`src/rtl/cache_pkg.sv`:
```
// cache_pkg: shared state type, constants and width helper for the cache fill controller
package cache_pkg;
  typedef enum logic {IDLE, FILL} fill_state_t;
  localparam int WORD_BYTES = 2;
  localparam int DEF_WORDS_PER_BLOCK = 8;
  localparam int DEF_MEM_LATENCY = 4;
  function automatic int log2(input int n);
    int r;
    r = 0;
    for (int v = n - 1; v > 0; v = v >> 1) r++;
    return r;
  endfunction
endpackage

```
`src/rtl/cache_fill_counter.sv`:
```
// cache_fill_counter: W-bit up counter with synchronous clear and count enable
//   clk, rst : clock and synchronous active-high reset
//   i_clr    : clear to zero (wins over i_en)
//   i_en     : increment by one
//   o_cnt    : current count
module cache_fill_counter #(
  parameter int W = 4
) (
  input  logic         clk,
  input  logic         rst,
  input  logic         i_clr,
  input  logic         i_en,
  output logic [W-1:0] o_cnt
);
  logic [W-1:0] r_cnt;
  always_ff @(posedge clk)
    if (rst || i_clr) r_cnt <= '0;
    else if (i_en) r_cnt <= r_cnt + W'(1);
  assign o_cnt = r_cnt;
endmodule

```
`src/rtl/cache_fill_fsm.sv`:
```
// cache_fill_fsm: streams one cache block from pipelined main memory on a miss, then writes the tag
//   clk, rst          : clock and synchronous active-high reset
//   miss_detected     : miss request, accepted only in IDLE
//   miss_address      : byte address that missed
//   memory_data_valid : memory_data carries a returned word
//   memory_data       : returned word
//   fsm_busy          : fill in progress (pipeline stall)
//   memory_enable     : read request at memory_address this cycle
//   memory_address    : byte address of the word being requested
//   write_data_array  : write fill_data into block word word_index
//   word_index        : word offset inside the block
//   fill_data         : word to write, straight from memory_data
//   write_tag_array   : one-cycle strobe alongside the last word
module cache_fill_fsm
  import cache_pkg::*;
#(
  parameter int ADDR_W          = 16,
  parameter int WORD_W          = 16,
  parameter int WORDS_PER_BLOCK = DEF_WORDS_PER_BLOCK,
  parameter int MEM_LATENCY     = DEF_MEM_LATENCY
) (
  input  logic                               clk,
  input  logic                               rst,
  input  logic                               miss_detected,
  input  logic [ADDR_W-1:0]                  miss_address,
  input  logic                               memory_data_valid,
  input  logic [WORD_W-1:0]                  memory_data,
  output logic                               fsm_busy,
  output logic                               memory_enable,
  output logic [ADDR_W-1:0]                  memory_address,
  output logic                               write_data_array,
  output logic [log2(WORDS_PER_BLOCK)-1:0]   word_index,
  output logic [WORD_W-1:0]                  fill_data,
  output logic                               write_tag_array
);
  localparam int IDX_W = log2(WORDS_PER_BLOCK);
  localparam int CNT_W = IDX_W + 1;
  localparam logic [ADDR_W-1:0] OFF_MASK = ADDR_W'(WORD_BYTES * WORDS_PER_BLOCK - 1);

  if (MEM_LATENCY < 1) begin : g_bad_latency
    $error("cache_fill_fsm: MEM_LATENCY must be at least 1");
  end
  if (WORDS_PER_BLOCK < 2 || (1 << IDX_W) != WORDS_PER_BLOCK) begin : g_bad_block
    $error("cache_fill_fsm: WORDS_PER_BLOCK must be a power of two >= 2");
  end

  fill_state_t       r_state, w_next;
  logic [ADDR_W-1:0] r_base;
  logic [CNT_W-1:0]  w_issue_cnt, w_recv_cnt;
  logic              w_fill, w_start, w_issue, w_recv, w_last;

  // Counters sit at zero throughout IDLE, so they start clean on every accepted miss
  cache_fill_counter #(.W(CNT_W)) u_issue (
    .clk(clk), .rst(rst), .i_clr(!w_fill), .i_en(w_issue), .o_cnt(w_issue_cnt)
  );
  cache_fill_counter #(.W(CNT_W)) u_recv (
    .clk(clk), .rst(rst), .i_clr(!w_fill), .i_en(w_recv), .o_cnt(w_recv_cnt)
  );

  always_ff @(posedge clk)
    if (rst) begin
      r_state <= IDLE;
      r_base  <= '0;
    end else begin
      r_state <= w_next;
      if (w_start) r_base <= miss_address & ~OFF_MASK;
    end

  always_comb begin
    w_fill  = r_state == FILL;
    w_start = !w_fill && miss_detected;
    w_issue = w_fill && w_issue_cnt < CNT_W'(WORDS_PER_BLOCK);
    w_recv  = w_fill && memory_data_valid;
    w_last  = w_recv && w_recv_cnt == CNT_W'(WORDS_PER_BLOCK - 1);
    w_next  = w_start ? FILL : w_last ? IDLE : r_state;
  end

  // Address and index are forced to zero when not strobed so idle outputs read all-zero
  always_comb begin
    fsm_busy         = w_fill;
    memory_enable    = w_issue;
    memory_address   = w_issue ? r_base + ADDR_W'(w_issue_cnt) * ADDR_W'(WORD_BYTES) : '0;
    write_data_array = w_recv;
    word_index       = w_recv ? w_recv_cnt[IDX_W-1:0] : '0;
    fill_data        = memory_data;
    write_tag_array  = w_last;
  end
endmodule

```
`config.mk`:
```
export PLATFORM = sky130hd
export DESIGN_NAME = cache_fill_fsm
export DESIGN_NICKNAME = d
export VERILOG_FILES = /design/src/rtl/cache_pkg.sv /design/src/rtl/cache_fill_counter.sv /design/src/rtl/cache_fill_fsm.sv
export SDC_FILE = /design/constraint.sdc
export NUM_CORES = 1
export LEC_CHECK = 0
export BUFFER_PORTS_ARGS = -buffer_cell sky130_fd_sc_hd__buf_4
export CAP_MARGIN = 40
export CORE_MARGIN = 2
export CORE_UTILIZATION = 30
export CTS_BUF_LIST = sky130_fd_sc_hd__clkbuf_2 sky130_fd_sc_hd__clkbuf_4 sky130_fd_sc_hd__clkbuf_8
export CTS_CLUSTER_SIZE = 12
export DETAILED_ROUTE_END_ITERATION = 6
export GPL_ROUTABILITY_DRIVEN = 0
export GPL_TIMING_DRIVEN = 0
export PLACE_DENSITY_LB_ADDON = 0.08
export RECOVER_POWER = 50
export SKIP_CTS_REPAIR_TIMING = 1
export SYNTH_ARGS = -nofsm -noshare
export SYNTH_HDL_FRONTEND = slang
export SYNTH_SLANG_ARGS = --single-unit
```
`constraint.sdc`:
```
create_clock -name clk -period 1.8 [get_ports clk]
set_clock_uncertainty 0.2 [all_clocks]
set_input_delay 0.36 -clock clk [delete_from_list [all_inputs] [get_ports clk]]
set_output_delay 0.36 -clock clk [all_outputs]
set_load 0.02 [all_outputs]
```
==> summary.txt, run 1 <==
Placement
  • Worst setup slack before clock tree synthesis: -0.206 ns
  • Count of buffers from port buffering: 52
  • Standard cell area after detailed placement: 1870 µm²
  • Placed cell count: ~270
  • Sum of net half-perimeters after detailed placement: roughly 2.5 mm

Die
  • Starting Density: 0.315
  • FP Rows: 23
  • Area of the die: 4800 µm²
  • Number of ports placed on the die boundary: 75
  • Die Y-Extent: between 60 and 70 µm
  • Die outline width: 69.3 µm
  • Core area: between 4000 and 5000 µm²

Yosys
  • Most frequent cells after synthesis: 32 x sky130_fd_sc_hd__nand2_1, 21 x sky130_fd_sc_hd__dfxtp_1, 17 x sky130_fd_sc_hd__a21oi_1, 17 x sky130_fd_sc_hd__buf_4, 12 x sky130_fd_sc_hd__nor2_1
  • Top cell type's share of synthesized area: 0.329
  • Post-synthesis cell type with the largest combined area: sky130_fd_sc_hd__dfxtp_1
  • Leading cell type by number of instances after synthesis: sky130_fd_sc_hd__nand2_1
  • Ys async rst share: 0
  • Count of warnings emitted by yosys: 0
  • Sequential-to-total area share from yosys stat: 0.329
  • Most used flip-flop cell after synthesis: sky130_fd_sc_hd__dfxtp_1
  • Gate count of the mapped netlist: approximately 170
  • FF+latch count, synth: 21
  • Number of enable flip-flop cells after synthesis: 0
  • Nets in the synthesized netlist: 205
  • Yosys cell types: 30
  • Mapped Avg Cell Area: between 7 and 8 µm²
  • Top post-synthesis cells by area: sky130_fd_sc_hd__dfxtp_1 33%, sky130_fd_sc_hd__buf_4 10%, sky130_fd_sc_hd__nand2_1 9.4%
  • Syn Std Cell Area: 1280 µm²

Pwr
  • Clock network fraction of total power: 0.290
  • Power density over cell area: 512 nW/µm²
  • Fraction of power consumed by combinational cells: 0.249
  • Static leakage: between 1 and 1.5 nW
  • Power spent charging and discharging nets: 321 µW
  • Final Total Pwr: 1.12 mW
  • Switching power share of the total: 0.287
  • Worst supply voltage drop on vdd: 304 µV
  • Pint: between 700 and 800 µW
  • Portion of total power attributed to sequential cells: 0.460

Global routing
  • Global Route met3 Usage: 0.0291
  • Pin count of the biggest net entering global routing: 12
  • Wire length of the first global-routing pass: 5.18 mm
  • Overall Global Routing Usage: 0.129
  • Vias in the first global route: 1183
  • Global-route track usage on met1: 0.158
  • Number of antenna violations at the first check in global routing: 0
  • Total overflow reported by the global router: 0
  • Peak-usage layer in the global routing report: met2
  • Met2 capacity usage during global routing: 0.225

STA
  • Number of endpoints failing setup at the final stage: 16
  • Share of the cycle needed by the critical path after routing: 1.23
  • Count of final hold-check violations: 0
  • Unrepaired setup endpoints after global routing: true
  • Final Hold Slack: 0.0747 ns
  • Achievable frequency: 0.451 GHz
  • Setup slack of the critical path after layout: -0.415 ns
  • Max Transition Viols Final: 0
  • Minimum clock period after layout: 2.22 ns

Min path
  • Path type of the worst min-delay path: input port to register

Outcome
  • Run status: finished, violations left
  • Violated checks: setup timing

Cells and area
  • Final non-filler cell area: 2190 µm²
  • Number of non-filler instances in the completed layout: about 290
  • Ratio of cells with drive above 1 in the final layout: 0.572
  • Number of nets in the final layout: between 200 and 300
  • Count of antenna diodes in the layout: 0
  • Area grow syn2layout: 71.1%
  • Filler cell count: 395

Worst setup path
  • Critical path buffer and inverter count: 2
  • Slowest cell on the critical path: sky130_fd_sc_hd__dfxtp_4
  • Crit. End Element: output pin
  • Max incr delay on CP: 0.39 ns
  • Largest delay share family, worst path: flip-flops
  • Critical-path cell list: ha_4, nand4_4, buf_4, o41ai_4, buf_4
  • Crit Path Category: register to output pin
  • Crit path max fanout: 7
  • WP data required: 1.24 ns
  • Cell repeated most along the worst path: sky130_fd_sc_hd__buf_4
  • Arrival time of data at the critical path endpoint: 1.66 ns
  • Setup crit start kind: register

Clock tree
  • Clock insertion delay at the later pin of the skew report: 0.26 ns
  • CTS clock-pin slew for the worst setup and hold paths: 0.08 ns
  • Sinks on Clock Net: 21
  • Root cell of the clock tree: sky130_fd_sc_hd__clkbuf_8
  • Bufs on Longest Clock Path: 2
  • H-tree lvl count: 1
  • Clock tree from TritonCTS: built
  • TritonCTS buffer count: 3

Run
  • # Max-Cap Violations: 0

Detailed routing
  • DR WL/cell: 11.9 µm
  • Via count of the routed design: around 1300
  • Total routed wirelength: between 3 and 4 mm
  • Antenna viol nets, final: 0
  • Via-per-instance ratio: 4.62
  • Drc violations: 0
  • Iteration-0 DRC count of the detailed router: 24
  • Iteration count of the initial detailed-routing pass: 7
-- final cells by class --
class,instances,area (µm²),area share
clock buffers,4,48.8,0.0223
plain buffers,24,171,0.0784
well taps,50,62.6,0.0286
repair buffers,67,552,0.252
flip-flops and latches,21,444,0.203
multi-input cells,115,886,0.405
inverters,5,21.3,0.00973
-- logic make-up after synthesis --
group	Yosys count	share of synthesized area
AO/OA/AOI/OAI	25	0.111
XOR/XNOR	8	0.0548
adder cells (fa/ha/maj)	4	0.0392
buffers and inverters	29	0.144
flip-flops	21	0.329
multiplexers	4	0.0313
other	1	0.00294
AND/OR/NAND/NOR	73	0.288
-- layer usage --
metal | share of wire | routed length [µm]
met1 | 0.42 | 1450
met3 | 0.052 | 178
met4 | 0.0041 | 14
met2 | 0.52 | 1780
met5 | 0 | 0
-- layout by cell type (no fill, tap or decap), types with 4 or more instances in the layout --
master | netlist | layout
sky130_fd_sc_hd__a21oi_1 | 17 | 13
sky130_fd_sc_hd__nand2b_1 | 5 | 4
sky130_fd_sc_hd__xnor2_1 | 4 | 4
sky130_fd_sc_hd__o21ai_0 | 5 | 5
sky130_fd_sc_hd__dfxtp_1 | 21 | 10
sky130_fd_sc_hd__and2_4 | 0 | 4
sky130_fd_sc_hd__buf_6 | 1 | 15
sky130_fd_sc_hd__dfxtp_2 | 0 | 7
sky130_fd_sc_hd__nor2_1 | 12 | 11
sky130_fd_sc_hd__nand2_1 | 32 | 30
sky130_fd_sc_hd__or3_4 | 0 | 4
sky130_fd_sc_hd__dfxtp_4 | 0 | 4
sky130_fd_sc_hd__buf_4 | 17 | 71
-- stage by stage --
step | TNS (ns) | utilization
after global placement | -1.01 | 0.461
after global routing | -5.16 | 0.539
final | -3.97 | 0.539
after floorplan | -0.263 | -
after CTS | -4.71 | 0.473
after detailed placement | -1.22 | 0.461
-- registers in the layout (all words and copies together) (netlist names) --
signal,flops
u_issue.o_cnt,4
fsm_busy,1
u_recv.o_cnt,4
r_base,12
-- power by group through the flow --
stage / combinational (mW) / clock (mW) / sequential, mW
final: 0.279 / 0.325 / 0.515
after detailed placement: 0.248 / 0 / 0.524
after CTS: 0.249 / 0.336 / 0.514
after global routing: 0.302 / 0.361 / 0.519
after global placement: 0.243 / 0 / 0.523
after floorplan: 0.157 / 0 / 0.520
-- worst paths after layout --
path                            slack [ns]  cells after the start              from                 end
worst max register to register        0.20                      6          fsm_busy     u_recv.o_cnt[3]
worst min-delay path                  0.07                      2               rst           r_base[4]
worst min register to register        0.28                      2        r_base[15]          r_base[15]
worst max-delay path                 -0.42                      5  u_issue.o_cnt[3]  memory_address[13]
-- worst reg2reg max path, delay by kind of cell (launching register included) --
family / cells / cell delay, ns
flip-flops: 1 / 0.39
AO/OA/AOI/OAI: 1 / 0.14
buffers and inverters: 3 / 0.38
AND/OR/NAND/NOR: 2 / 0.41
Power figures use the tool's default switching activity.
==> inputs of run 2 (changes only) <==
--- a/config.mk
+++ b/config.mk
@@ -12,7 +12,6 @@
 export CTS_BUF_LIST = sky130_fd_sc_hd__clkbuf_2 sky130_fd_sc_hd__clkbuf_4 sky130_fd_sc_hd__clkbuf_8
 export CTS_CLUSTER_SIZE = 12
 export DETAILED_ROUTE_END_ITERATION = 6
-export GPL_ROUTABILITY_DRIVEN = 0
 export GPL_TIMING_DRIVEN = 0
 export PLACE_DENSITY_LB_ADDON = 0.08
 export RECOVER_POWER = 50
==> constraint.sdc (replaced) <==
create_clock -name clk -period 2.4 [get_ports clk]
set_clock_uncertainty 0.2 [all_clocks]
set_input_delay 0.48 -clock clk [delete_from_list [all_inputs] [get_ports clk]]
set_output_delay 0.48 -clock clk [all_outputs]
set_load 0.02 [all_outputs]
==> summary.txt, run 2 (synthesized netlist as in run 1, its figures left out) <==
Outcome
  • Run status: finished, final reports clean

Placement
  • Standard cell area after detailed placement: 1730 µm²
  • Placer congestion estimate: around 0.72
  • Sum of net half-perimeters after detailed placement: 2.47 mm
  • Count of buffers from port buffering: between 50 and 60

Clock tree
  • Clock insertion delay at the later pin of the skew report: 0.26 ns
  • Sinks on Clock Net: 21
  • H-tree lvl count: 1
  • Bufs on Longest Clock Path: 2
  • TritonCTS buffer count: 3
  • Clock tree from TritonCTS: built
  • Root cell of the clock tree: sky130_fd_sc_hd__clkbuf_8
  • CTS clock-pin slew for the worst setup and hold paths: 0.08 ns

Cells and area
  • Final non-filler cell area: ~1900 µm²
  • Filler cell count: 410
  • Area grow syn2layout: 50.1%
  • Number of nets in the final layout: 266
  • Post-Route Utilization: 0.473
  • Most frequent standard cell in the layout excluding fill and tap cells: sky130_fd_sc_hd__buf_4
  • Ratio of cells with drive above 1 in the final layout: 0.449
  • Most frequent cells in the layout: 73 x sky130_fd_sc_hd__buf_4, 31 x sky130_fd_sc_hd__nand2_1, 16 x sky130_fd_sc_hd__a21oi_1
  • Count of antenna diodes in the layout: 0
  • Largest register FFs: 12
  • Reg with most FFs: r_base

Worst setup path
  • Arrival time of data at the critical path endpoint: 1.68 ns
  • Crit path max fanout: 7
  • Length in cells of the worst reg-to-reg path: 4
  • WP data required: 1.72 ns
  • Slowest cell on the critical path: sky130_fd_sc_hd__dfxtp_4
  • Largest delay share family, worst path: simple AND/OR/NAND/NOR gates
  • Setup crit start kind: register
  • Logic depth of the worst path, buffers included: 5
  • Critical-path cell list: ha_4, nand4_4, or3_4, a21oi_2, buf_4
  • Max incr delay on CP: 0.40 ns
  • Crit. End Element: output pin
  • Crit Path Category: register to output pin
  • Critical path buffer and inverter count: 1

Min path
  • Path type of the worst min-delay path: input port to register
  • Hold Path Depth: 2

Detailed routing
  • Total routed wirelength: 3.13 mm
  • Antenna viol nets, final: 0
  • Via-per-instance ratio: 4.50
  • Iteration-0 DRC count of the detailed router: 32
  • Drc violations: 0
  • Iteration count of the initial detailed-routing pass: 4
  • Via count of the routed design: 1238
  • DR WL/cell: around 11 µm

Pwr
  • Static leakage: 0.870 nW
  • Power density over cell area: 417 nW/µm²
  • Worst supply voltage drop on vdd: roughly 210 µV

Die
  • Die outline width: 69.3 µm
  • Die Y-Extent: 69.3 µm
  • Core area: 4060 µm²
  • Starting Density: 0.315
  • Area of the die: 4800 µm²
  • Number of ports placed on the die boundary: 75
  • FP Rows: 23

STA
  • Unrepaired setup endpoints after global routing: true
  • Achievable frequency: 0.424 GHz
  • Count of final hold-check violations: 0
  • Share of the cycle needed by the critical path after routing: 0.983
  • Number of endpoints failing setup at the final stage: 0
  • Minimum clock period after layout: 2.36 ns
  • Max Transition Viols Final: 0

Global routing
  • Peak-usage layer in the global routing report: met2
  • Total overflow reported by the global router: 0
  • Overall Global Routing Usage: 0.130
  • Number of antenna violations at the first check in global routing: 0
  • Vias in the first global route: approximately 1200
  • Global Route met3 Usage: 0.0334
  • Wire length of the first global-routing pass: around 5.2 mm
  • Pin count of the biggest net entering global routing: 13
  • Global-route track usage on met1: 0.157
  • Met2 capacity usage during global routing: 0.226

Run
  • # Max-Cap Violations: 0
## run 2: final cells by class
class	instances	area [µm²]	share of cell area
plain buffers	24	171	0.0894
clock buffers	3	41.3	0.0215
clock inverters	1	5.00	0.00261
inverters	5	18.8	0.00978
multi-input cells	115	766	0.399
flip-flops and latches	21	433	0.226
well taps	50	62.6	0.0326
repair buffers	56	420	0.219
## run 2: metrics by stage
| stage | hold slack [ns] | cells | total power [mW] | setup slack [ns] | TNS (ns) |
|---|---|---|---|---|---|
| 2_1_floorplan | 0.238 | 165 | 0.494 | 0.160 | 0 |
| 6_report | 0.203 | 275 | 0.800 | 0.0400 | 0 |
| 4_1_cts | 0.201 | 271 | 0.794 | -0.339 | -1.62 |
| 3_5_place_dp | 0.269 | 267 | 0.565 | -0.0393 | -0.0477 |
| 3_3_place_gp | 0.265 | 267 | 0.562 | -0.0108 | -0.0108 |
| 5_1_grt | 0.199 | 275 | 0.845 | -0.0153 | -0.0322 |
## run 2: final timing paths
check / start / to / slack (ns)
worst min-delay path: rst / fsm_busy / 0.20
worst min register to register: r_base[15] / r_base[15] / 0.28
worst max register to register: fsm_busy / r_base[9] / 0.91
worst max-delay path: u_issue.o_cnt[3] / memory_address[11] / 0.04
## run 2: power by group
group          switching (mW)  leakage, nW  internal (mW)
Combinational          0.0903        0.670         0.0924
Sequential             0.0238        0.175          0.363
Clock                   0.115       0.0255          0.116
Total                   0.229        0.870          0.571
## run 2: layer usage
layer / part of all wire / wire, µm
met3: 0.070 / 219
met1: 0.45 / 1410
met4: 0.0067 / 21
met5: 0 / 0
met2: 0.47 / 1480
